## src/rtl/cordic_quadrant_prep.sv

```systemverilog
// Quadrant fold and angle scaling ahead of the CORDIC rotator.
// Three-stage pipeline: fold+pre-rotate, multiply, round.
module cordic_quadrant_prep #(
    parameter int                 BIT_WIDTH = 8,
    parameter logic signed [31:0] K_HALF_PI = 32'sd1686629713
) (
    input  logic                        clk,
    input  logic                        rst_n,
    input  logic                        in_valid,
    output logic                        in_ready,
    input  logic signed [BIT_WIDTH-1:0] x_in,
    input  logic signed [BIT_WIDTH-1:0] y_in,
    input  logic        [31:0]          phase_in,
    output logic                        out_valid,
    input  logic                        out_ready,
    output logic signed [BIT_WIDTH-1:0] x_out,
    output logic signed [BIT_WIDTH-1:0] y_out,
    output logic signed [31:0]          angle_out
);

    localparam logic signed [BIT_WIDTH-1:0] VMAX =
        {1'b0, {(BIT_WIDTH-1){1'b1}}};
    localparam logic signed [BIT_WIDTH-1:0] VMIN =
        {1'b1, {(BIT_WIDTH-1){1'b0}}};

    function automatic logic signed [BIT_WIDTH-1:0] sat_neg(
        input logic signed [BIT_WIDTH-1:0] v
    );
        return (v == VMIN) ? VMAX : -v;
    endfunction

    logic                        en;
    logic                        s1_valid;
    logic                        s2_valid;
    logic                        s3_valid;
    logic signed [BIT_WIDTH-1:0] s1_x;
    logic signed [BIT_WIDTH-1:0] s1_y;
    logic signed [31:0]          s1_r;
    logic signed [BIT_WIDTH-1:0] s2_x;
    logic signed [BIT_WIDTH-1:0] s2_y;
    logic signed [63:0]          s2_m;

    logic        [31:0]          p;
    logic        [1:0]           q;
    logic        [31:0]          r;
    logic signed [BIT_WIDTH-1:0] rot_x;
    logic signed [BIT_WIDTH-1:0] rot_y;
    logic signed [63:0]          r_ext;
    logic signed [63:0]          k_ext;
    logic signed [63:0]          m_c;
    logic signed [63:0]          rnd;
    logic                        unused_bits;

    assign en        = !s3_valid || out_ready;
    assign in_ready  = en;
    assign out_valid = s3_valid;

    // Bias by 45 deg so the top two bits pick the nearest quadrant.
    assign p = phase_in + 32'h2000_0000;
    assign q = p[31:30];
    assign r = phase_in - {q, 30'd0};

    always_comb begin
        rot_x = x_in;
        rot_y = y_in;
        unique case (q)
            2'd0: begin
                rot_x = x_in;
                rot_y = y_in;
            end
            2'd1: begin
                rot_x = sat_neg(y_in);
                rot_y = x_in;
            end
            2'd2: begin
                rot_x = sat_neg(x_in);
                rot_y = sat_neg(y_in);
            end
            2'd3: begin
                rot_x = y_in;
                rot_y = sat_neg(x_in);
            end
        endcase
    end

    assign r_ext = {{32{s1_r[31]}}, s1_r};
    assign k_ext = {{32{K_HALF_PI[31]}}, K_HALF_PI};
    assign m_c   = r_ext * k_ext;
    assign rnd   = s2_m + 64'sd536870912;

    assign unused_bits = ^{p[29:0], rnd[63:62], rnd[29:0]};

    always_ff @(posedge clk or negedge rst_n) begin
        if (!rst_n) begin
            s1_valid  <= 1'b0;
            s2_valid  <= 1'b0;
            s3_valid  <= 1'b0;
            s1_x      <= '0;
            s1_y      <= '0;
            s1_r      <= '0;
            s2_x      <= '0;
            s2_y      <= '0;
            s2_m      <= '0;
            x_out     <= '0;
            y_out     <= '0;
            angle_out <= '0;
        end else if (en) begin
            s1_valid  <= in_valid;
            s1_x      <= rot_x;
            s1_y      <= rot_y;
            s1_r      <= r;
            s2_valid  <= s1_valid;
            s2_x      <= s1_x;
            s2_y      <= s1_y;
            s2_m      <= m_c;
            s3_valid  <= s2_valid;
            x_out     <= s2_x;
            y_out     <= s2_y;
            angle_out <= rnd[61:30];
        end
    end

endmodule

```

## config.mk

```make
export PLATFORM = sky130hd
export DESIGN_NAME = cordic_quadrant_prep
export DESIGN_NICKNAME = d
export VERILOG_FILES = /design/src/rtl/cordic_quadrant_prep.sv
export SDC_FILE = /design/constraint.sdc
export NUM_CORES = 1
export LEC_CHECK = 0
export ABC_AREA = 1
export BUFFER_PORTS_ARGS = -buffer_cell sky130_fd_sc_hd__buf_4
export CAP_MARGIN = 20
export CORE_UTILIZATION = 55
export DETAILED_ROUTE_END_ITERATION = 8
export HOLD_SLACK_MARGIN = 0.06
export PLACE_DENSITY = 0.84
export SLEW_MARGIN = 20
export SYNTH_ARGS = -nofsm -noshare
export SYNTH_HDL_FRONTEND = slang
export SYNTH_SLANG_ARGS = --single-unit
export TNS_END_PERCENT = 20
```

## constraint.sdc

```tcl
create_clock -name clk -period 8.02 [get_ports clk]
set_input_delay 1.604 -clock clk [delete_from_list [all_inputs] [get_ports clk]]
set_output_delay 1.604 -clock clk [all_outputs]
set_load 0.02 [all_outputs]
```

==> impl_metrics.env <==
export IMPL_ctsLongestPathBuffers=2
export IMPL_die_y_um=223
export IMPL_vias_per_cell=5.35
export IMPL_r2r_slack_ps=840
export IMPL_final_nets=4226
export IMPL_grt_ovfl_total=0
export IMPL_synth_top_cell_by_area="fa_1"
export IMPL_grt_usage_pct=32.2
export IMPL_antenna_found_initial=1
export IMPL_rows=80
export IMPL_final_area_mm2=0.0290
export IMPL_wire_per_inst_um=18.5
export IMPL_synth_edf_count=0
export IMPL_status="complete, no violations"
export IMPL_netlist_cell_type_count=46
export IMPL_io_buffers=101
export IMPL_placed_cell_area_mm2=0.0283
export IMPL_postCtsResizedCells=0
export IMPL_ys_warn_count=0
export IMPL_synth_area_leaders="fa_1, ha_1, dfrtp_1"
export IMPL_coreArea_mm2=0.0479
export IMPL_final_max_slew_viol_count=0
export IMPL_synth_ff_type="dfrtp_1"
export IMPL_drc=0
export IMPL_post_cts_buffers=0
export IMPL_period_share_pct=89.6
export IMPL_min_to="s2_x[5]$_DFFE_PN0P_"
export IMPL_mostFrequentLayoutCells="inv_1, nand2_1, fa_1"
export IMPL_insertedDiodeCount=0
export IMPL_routabilityCongestion=1.05
export IMPL_slowest_stage="dfrtp_1"
export IMPL_tightest_slew_ps=970
export IMPL_grt_pass1_vias=23000
export IMPL_grt_max_degree=76
export IMPL_seq_area_mm2=0.00370
export IMPL_synth_area_mm2=0.0268
export IMPL_die_area_mm2=0.0496
export IMPL_setup_tns_ps=0
export IMPL_slew_headroom_pct=35.3
export IMPL_synthesis_nets=4126
export IMPL_cp_slowest_stage_delay_ps=780
export IMPL_maxCapViolations=0
export IMPL_grt_pass1_wl_um=122000
export IMPL_cts_root_buf="clkbuf_16"
export IMPL_htree_levels=4
export IMPL_cp_max_fo=12
export IMPL_path_class="flop to flop"
export IMPL_start_util_pct=55.9
export IMPL_ys_seq_area_share_pct=13.8
export IMPL_hold_buffers=0
export IMPL_hold_violations=0
export IMPL_synth_top_area_share_pct=31.4
export IMPL_final_layout_size_suffix_gt1_share_pct=5.89
export IMPL_design_portCount=102
export IMPL_max_freq_mhz=139
export IMPL_rsz0062_at_grt="no"
export IMPL_end_kind="flop"
export IMPL_cts_buffers=17
export IMPL_areaGrowthSynthToFinish_pct=7.99
export IMPL_clk_pin_slew_ps=90
export IMPL_r2r_start="s1_r[8]$_DFFE_PN0P_"
export IMPL_via_count=21600
export IMPL_rr_worst_depth=28
export IMPL_setup_violations=0
export IMPL_crit_top_cell="inv_1"
export IMPL_syn_inst=3297
export IMPL_synth_seq_cells=148
export IMPL_clock_latency_ps=500
export IMPL_crit_arrival_ps=7530
export IMPL_fp_dieW_um=223
export IMPL_layout_commonest_cell="inv_1"
export IMPL_min_from="s1_x[5]$_DFFE_PN0P_"
export IMPL_reg2reg_to="s2_m[33]$_DFFE_PN0P_"
export IMPL_fin_skew_ps=21.6
export IMPL_min_path_type="flop to flop"
export IMPL_holdPathStages=2
export IMPL_numClockSinks=148
export IMPL_multiInputGateArea_mm2=0.0194
export IMPL_syn_avg_cell_area_um2=8.13
export IMPL_layout_min_cycle_time_ps=7180
export IMPL_cts_tree="done"
export IMPL_first_pass_iters=6
export IMPL_ant_nets=0
export IMPL_cp_start_kind="flop"
export IMPL_routed_wl_um=74600
export IMPL_cp_startpoint="s1_r[8]$_DFFE_PN0P_"
export IMPL_cp_required_ps=8370
export IMPL_first_iter_violations=1885
export IMPL_postSynth_asyncResetShare_pct=100
export IMPL_n_fill_cell=4032
export IMPL_hpwl_um=62700
-- Yosys cell counts, types with 4 or more instances --
cell type and n:
nand2_2 7, nor3_1 22, dfrtp_1 148, o21ai_0 144
nor2_1 149, nor3_2 5, inv_1 940, nand3_1 93
o21bai_1 11, o22ai_1 4, nand3_2 4, ha_1 357
nor2_2 8, nand4_1 24, nor2_4 4, a31oi_1 6
nand3b_1 6, a21oi_1 89, xor2_1 43, o21ai_1 21
inv_2 12, xnor2_1 34, fa_1 420, a22oi_1 7
a21o_1 13, nand2_1 665, clkbuf_1 31
-- worst max-delay path: cells and delay by family, from the launching register on --
kind	cells	cell delay, ps
adders and majority gates	9	3980
and+or+nand+nor	9	1270
DFF	1	780
buffers and inverters	8	710
xor gates and xnor gates	1	150
AOI/OAI and AO/OA	1	130
-- layout make-up --
cell class,count,share of cell area (%)
clock buffer,17,1.47
sequential,148,12.8
multi-input combinational,2160,67.0
clock inverter,15,0.670
inverter,952,12.3
tap,615,2.66
timing repair buffer,118,3.07
-- per-layer routing --
| metal | track usage [%] | up-vias | share of wire [%] |
|---|---|---|---|
| met2 | 52.1 | 870 | 47 |
| li1 | - | 10000 | - |
| met4 | 14.5 | 2 | 4.5 |
| met1 | 42.2 | 10400 | 41 |
| met3 | 5.79 | 221 | 7.4 |
| met5 | 0 | - | 0.013 |
-- flip-flops by register name, summed over array words and instances, names as in the netlist --
register	count
s2_m	33
angle_out	32
s1_r	32
s1_x	8
s1_y	8
s2_x	8
s2_y	8
x_out	8
y_out	8
out_valid	1
s1_valid	1
s2_valid	1
-- stage by stage --
stage | setup WS (ps) | instances | hold WS [ps] | utilization [%]
2_1_floorplan | 40.0 | 3297 | 420 | -
3_3_place_gp | 994 | 3993 | 433 | 59.1
3_5_place_dp | 931 | 3993 | 457 | 59.1
4_1_cts | 872 | 4025 | 467 | 60.4
5_1_grt | 492 | 4025 | 495 | 60.4
6_report | 836 | 4025 | 467 | 60.4
-- cell families (layout without fill, tap and decap cells) --
| group | Yosys count | count (layout) | synth area share (%) |
|---|---|---|---|
| DFF | 148 | 148 | 13.8 |
| AOI/OAI and AO/OA | 304 | 304 | 6.12 |
| xor gates and xnor gates | 78 | 78 | 2.58 |
| and+or+nand+nor | 1001 | 1001 | 15.6 |
| buffers and inverters | 989 | 1102 | 13.9 |
| adders and majority gates | 777 | 777 | 48.0 |
-- worst max-delay path by stage --
stage / to / slack, ps / cells past startpoint
after floorplan: s2_m[53]$_DFFE_PN0P_ / 40 / 28
after global placement: s2_m[49]$_DFFE_PN0P_ / 990 / 26
after detailed placement: s2_m[33]$_DFFE_PN0P_ / 930 / 28
after CTS: s2_m[57]$_DFFE_PN0P_ / 870 / 26
after global routing: s2_m[57]$_DFFE_PN0P_ / 490 / 26
final: s2_m[33]$_DFFE_PN0P_ / 840 / 28
Power is left out: the tool's default activity adds up to more than one toggle a clock period on the data nets, which glitch-free logic cannot reach.
